$ cat src/rtl/mrfm_sample_packer_pkg.sv
// Shared constants for the MRFM sample packer: control register address,
// control bit positions and sample width.
package mrfm_sample_packer_pkg;

   localparam logic [6:0] FR_MRFM_PACK_CTRL = 7'd32;

   localparam int PACK_CH0_EN  = 0;
   localparam int PACK_CH1_EN  = 1;
   localparam int PACK_CLR_OVR = 2;

   localparam int SAMPLE_W = 16;

   function automatic logic [1:0] words_per_set(input logic ch0_en, input logic ch1_en);
      return {1'b0, ch0_en} + {1'b0, ch1_en};
   endfunction

endpackage

$ cat src/rtl/mrfm_pack_fifo.sv
// mrfm_pack_fifo: sync FIFO with a 0..2 word write port and a 1-word pop.
// Latency: a word written in cycle t is on rd_dat at t+1 when the FIFO was empty.
// Backpressure: rd_vld/rd_rdy; the writer must check level before pushing.
module mrfm_pack_fifo #(
   parameter int DEPTH_LOG2 = 5,
   parameter int W          = 16
) (
   input  logic                clock,
   input  logic                reset_n,
   input  logic [1:0]          wr_cnt,
   input  logic [W-1:0]        wr0_dat,
   input  logic [W-1:0]        wr1_dat,
   output logic [W-1:0]        rd_dat,
   output logic                rd_vld,
   input  logic                rd_rdy,
   output logic [DEPTH_LOG2:0] level
);

   localparam int DEPTH = 1 << DEPTH_LOG2;

   logic [W-1:0]          mem [DEPTH];
   logic [DEPTH_LOG2-1:0] wp;
   logic [DEPTH_LOG2-1:0] rp;
   logic                  pop;

   // Level carries the extra bit, so full (2**DEPTH_LOG2) and empty never alias.
   assign rd_vld = (level != '0);
   assign pop    = rd_vld && rd_rdy;
   assign rd_dat = rd_vld ? mem[rp] : '0;

   always_ff @(posedge clock) begin
      if (wr_cnt != 2'd0) mem[wp] <= wr0_dat;
      if (wr_cnt == 2'd2) mem[wp + DEPTH_LOG2'(1)] <= wr1_dat;
   end

   always_ff @(posedge clock or negedge reset_n) begin
      if (!reset_n) begin
         wp    <= '0;
         rp    <= '0;
         level <= '0;
      end else begin
         wp    <= wp + DEPTH_LOG2'(wr_cnt);
         rp    <= rp + DEPTH_LOG2'(pop);
         level <= level + (DEPTH_LOG2+1)'(wr_cnt) - (DEPTH_LOG2+1)'(pop);
      end
   end

endmodule

$ cat src/rtl/mrfm_sample_packer.sv
// mrfm_sample_packer: packs enabled i/ip channels per strobe into a 16-bit word FIFO; MRFM_PACKER_STATS_EN adds stats.
// Latency: first word of a set is on data_out one cycle after the strobe when the FIFO was empty.
// Backpressure: data_valid/data_ready; a set that does not fit whole is dropped and sets overrun.
module mrfm_sample_packer
   import mrfm_sample_packer_pkg::*;
#(
   parameter int         DEPTH_LOG2 = 5,
   parameter logic [6:0] CTRL_ADDR  = FR_MRFM_PACK_CTRL
) (
   input  logic                clock,
   input  logic                reset_n,
   input  logic [6:0]          serial_addr,
   input  logic [31:0]         serial_data,
   input  logic                serial_strobe,
   input  logic                strobe_in,
   input  logic [SAMPLE_W-1:0] i,
   input  logic [SAMPLE_W-1:0] ip,
   output logic [SAMPLE_W-1:0] data_out,
   output logic                data_valid,
   input  logic                data_ready,
   output logic                overrun,
   output logic [DEPTH_LOG2:0] level
`ifdef MRFM_PACKER_STATS_EN
   ,
   output logic [63:0]         stats
`endif
);

   localparam logic [DEPTH_LOG2:0] CAPACITY = {1'b1, {DEPTH_LOG2{1'b0}}};

   logic                ch0_en;
   logic                ch1_en;
   logic                ctrl_wr;
   logic                clr_ovr;
   logic [1:0]          n_words;
   logic [DEPTH_LOG2:0] free_words;
   logic                set_fits;
   logic                push;
   logic                drop;
   logic [1:0]          wr_cnt;
   logic [SAMPLE_W-1:0] wr0_dat;
   logic                unused_serial_bits;

   assign ctrl_wr            = serial_strobe && (serial_addr == CTRL_ADDR);
   assign clr_ovr            = ctrl_wr && serial_data[PACK_CLR_OVR];
   assign unused_serial_bits = ^serial_data[31:3];

   always_ff @(posedge clock or negedge reset_n) begin
      if (!reset_n) begin
         ch0_en <= 1'b0;
         ch1_en <= 1'b0;
      end else if (ctrl_wr) begin
         ch0_en <= serial_data[PACK_CH0_EN];
         ch1_en <= serial_data[PACK_CH1_EN];
      end
   end

   // Free space uses the pre-pop level, so a same-cycle pop never makes room.
   assign n_words    = words_per_set(ch0_en, ch1_en);
   assign free_words = CAPACITY - level;
   assign set_fits   = free_words >= {{(DEPTH_LOG2-1){1'b0}}, n_words};
   assign push       = strobe_in && (n_words != 2'd0) && set_fits;
   assign drop       = strobe_in && (n_words != 2'd0) && !set_fits;
   assign wr_cnt     = push ? n_words : 2'd0;
   assign wr0_dat    = ch0_en ? i : ip;

   always_ff @(posedge clock or negedge reset_n) begin
      if (!reset_n)     overrun <= 1'b0;
      else if (drop)    overrun <= 1'b1;
      else if (clr_ovr) overrun <= 1'b0;
   end

   mrfm_pack_fifo #(
      .DEPTH_LOG2 (DEPTH_LOG2),
      .W          (SAMPLE_W)
   ) u_fifo (
      .clock   (clock),
      .reset_n (reset_n),
      .wr_cnt  (wr_cnt),
      .wr0_dat (wr0_dat),
      .wr1_dat (ip),
      .rd_dat  (data_out),
      .rd_vld  (data_valid),
      .rd_rdy  (data_ready),
      .level   (level)
   );

`ifdef MRFM_PACKER_STATS_EN
   logic [31:0] sets_written;
   logic [31:0] sets_dropped;

   // A clear restarts the count; an event in the clear cycle still counts as one.
   always_ff @(posedge clock or negedge reset_n) begin
      if (!reset_n) begin
         sets_written <= '0;
         sets_dropped <= '0;
      end else if (clr_ovr) begin
         sets_written <= {31'd0, push};
         sets_dropped <= {31'd0, drop};
      end else begin
         if (push && !(&sets_written)) sets_written <= sets_written + 32'd1;
         if (drop && !(&sets_dropped)) sets_dropped <= sets_dropped + 32'd1;
      end
   end

   assign stats = {sets_dropped, sets_written};
`endif

endmodule

$ cat config.mk
export PLATFORM = sky130hd
export DESIGN_NAME = mrfm_sample_packer
export DESIGN_NICKNAME = d
export VERILOG_FILES = /design/src/rtl/mrfm_sample_packer_pkg.sv /design/src/rtl/mrfm_pack_fifo.sv /design/src/rtl/mrfm_sample_packer.sv
export SDC_FILE = /design/constraint.sdc
export NUM_CORES = 1
export LEC_CHECK = 0
export ABC_AREA = 1
export CORE_MARGIN = 5
export CORE_UTILIZATION = 35
export DETAILED_ROUTE_END_ITERATION = 8
export PLACE_DENSITY = 0.48
export SKIP_LAST_GASP = 1
export SLEW_MARGIN = 25
export SYNTH_ARGS = -nofsm -noshare
export SYNTH_HDL_FRONTEND = slang
export SYNTH_SLANG_ARGS = --single-unit
$ cat constraint.sdc
create_clock -name clock -period 10.07 [get_ports clock]
set_clock_uncertainty 0.05 [all_clocks]
set_input_delay 2.014 -clock clock [delete_from_list [all_inputs] [get_ports clock]]
set_output_delay 2.014 -clock clock [all_outputs]
set_load 0.02 [all_outputs]
==> results.cfg <==
[timing]
post-route-period-util = 0.690
max_slew.worst_pin.slew_ns = 1.11
timing_hold_violations_final = 0
final_max_slew_viol_count = 0
timing.final.crit_period_ns = 6.95
fmax_mhz = 144
timing.final.setup_violations = 0
fin_tns_setup_ns = 0
layout_setup_ws_ns = 3.12
grt_setup_unrepaired = false
timing.slew.headroom = 0.260

[worst_setup_path]
timing.setup.critical_path_class = reg2out
worst_reg_to_reg_cells = 17
timing.critical_path.from_type = flop
worst-r2r-setup-slack_ns = 5.14
reg2reg_capture_point = u_fifo.mem[22][10]
worstPathMaxFanout = 51
crit_path_end_kind = output pin
arrival_ns = 4.88
worst_reg2reg_path_startpoint = ch0_en
worstPathRequired_ns = 8.01

[power]
static-leakage-power_nw = 13.4
power.density_mw_per_mm2 = 238
power.ir.vdd_worst_v = 0.000217

[synthesis]
synth_mux_area_frac = 0.000734
ys_seq_elements = 531
most_frequently_used_cell_type_in_the_post_synthesis_netlist = nand2_1
synth_top_cells_by_area = edfxtp_1 50%, nand2_1 16%, nand3_1 9.6%
synthesis.instances = 3692
synth_area_mm2 = 0.0307
synth_warnings = 0
synth_simple_gate_area_frac = 0.341
cell_taking_the_most_area_after_synthesis = edfxtp_1
synth_area_per_cell_um2 = 8.31
ys_async_sr_fraction = 0.0358
synth-compound-area-share = 0.0681
nets_in_the_synthesized_netlist = 3789
synth.top_cells.by_count = 1307 x nand2_1, 586 x nand3_1, 512 x edfxtp_1
yosys.cell_types.count = 34
synth_xor_xnor_area_share = 0.00314
synth-adder-area-share = 0.00906
synth.top_cell.area_share = 0.501
number_of_enable_flip_flop_cells_after_synthesis = 512
yosys_most_used_dff = edfxtp_1
yosysSeqAreaShare = 0.517
main_combinational_cell_family_by_area_after_synthesis = simple AND/OR/NAND/NOR gates

[clock_network]
tritoncts = yes
post_cts_hold_buffer_count = 0
ctsHtreeMaxLevel = 3
tritoncts.num_buffers = 68
ctsLongestPathBuffers = 3
cts_sinks = 531
clk_pin_slew_worst_paths_ns = 0.06
worst_skew_pair_later_pin_latency_ns = 0.59
cts-resized-gates = 0
postCtsSetupBuffers = 0
cts_root_buf = clkbuf_16

[grt]
grt_first_pass_wirelength_mm = 174
initial_antenna_violation_count = 0
grt_overflow_total = 0
first_global_vias = 24800
gr-usage-all-layers = 0.247
grt_max_degree = 147

[finish]
layout-drive-gt1-share = 0.0761
n_antenna_cell = 0
nNetsFinal = 3624
synthToLayoutAreaGrowth_pct = 9.66
final_design_area_no_fill_mm2 = 0.0336
postLayoutCoreUtil = 0.387
stdcell_count = 4730

[drt]
wirelength_mm = 120
first_pass_iters = 6
initialDrtViolationCount = 3039
remaining_drc_errors = 0
number_of_vias_in_the_routed_layout = 26500
wire_per_inst_um = 25.4
avgViaCountPerCell = 5.61
final_antenna_net_count = 0

[placement]
place_worst_setup_slack_ns = 3.85
post-place-cells = 4610
port-buffer-count = 70
final_weighted_congestion_in_routability_driven_placement = 0.797
dpl-instance-area_mm2 = 0.0315
dp.final_hpwl_mm = 63.5

[die]
area_of_the_placeable_core_mm2 = 0.0869
fp.dieArea_mm2 = 0.0936
rows = 108
floorplan.io_pins = 100
die_height_um = 306
fp.dieW_um = 306
initial_utilization = 0.353

[worst_hold_path]
holdPathEnd = overrun
hold_path_startpoint = overrun
min_path_cells = 2
hold_class = reg2reg

[run_status]
status = finished, final reports clean

[job]
maxCapViolations = 0
[logic make-up after synthesis]
kind of cell               after synthesis
buffers and inverters                  407
AOI/OAI and AO/OA                      379
xor gates and xnor gates                11
and+or+nand+nor                       2341
adders and majority gates               21
DFF                                    531
muxes                                    2
[area by class of cell]
cell class,instances,area (µm²)
Sequential cell,531,15900
Clock inverter,16,76.3
Multi-Input combinational cell,2754,13000
Inverter,52,210
Timing Repair Buffer,120,1040
Tap cell,1155,1450
Clock buffer,102,1950
Fill cell,8776,53300
[per-stage QoR]
| step | hold slack (ns) | power, mW |
|---|---|---|
| after floorplan | 0.456 | 4.38 |
| after global placement | 0.462 | 5.68 |
| after detailed placement | 0.443 | 5.68 |
| after CTS | 0.475 | 7.99 |
| after global routing | 0.527 | 8.35 |
| final | 0.486 | 8.00 |
[critical path, stage by stage (launching register included)]
cell and delay, ns:
dfrtp_4 0.91, clkinv_2 0.87, buf_4 0.65, nand3_1 0.18
nand3_1 0.11, nand2_1 0.18, a21oi_1 0.13, nand2_1 0.19
nand2_1 0.07, nor2_1 0.27, clkdlybuf4s50_1 0.68
[flip-flops by register name, summed over array words and instances (netlist names)]
signal	cells
u_fifo.level	6
ch1_en	1
u_fifo.rp	5
u_fifo.wp	5
overrun	1
u_fifo.mem	512
ch0_en	1
[worst max path at each step]
stage / to / startpoint / slack [ns]
2_1_floorplan: u_fifo.level[4] / strobe_in / 6.05
3_3_place_gp: data_out[9] / u_fifo.rp[1] / 3.84
3_5_place_dp: data_out[9] / u_fifo.rp[1] / 3.85
4_1_cts: data_out[9] / u_fifo.rp[1] / 3.18
5_1_grt: data_out[9] / u_fifo.rp[1] / 3.04
6_report: data_out[9] / u_fifo.rp[1] / 3.12
[layout by cell type, fill, tap and decap left out, types with 38 or more instances in the layout]
cell	n
buf_4	46
clkbuf_16	71
clkdlybuf4s50_1	54
edfxtp_1	512
inv_1	38
nand2_1	1292
nand3_1	586
nor2_1	357
o211ai_1	42
o21ai_0	246
o22ai_1	70
[per-layer routing]
metal | track usage | wire [µm] | vias to the layer above
li1 | - | - | 12200
met1 | 0.356 | 52400 | 13000
met2 | 0.388 | 54800 | 1143
met3 | 0.0360 | 9380 | 167
met4 | 0.0752 | 3380 | 0
met5 | 0 | 0 | -
[report_power, final]
part,switching [mW],internal (mW),total [mW]
combinational,2.28,0.838,3.11
sequential,0.0884,2.48,2.57
clock,0.990,1.33,2.32
Note: power is estimated with default switching activity, not from simulation.
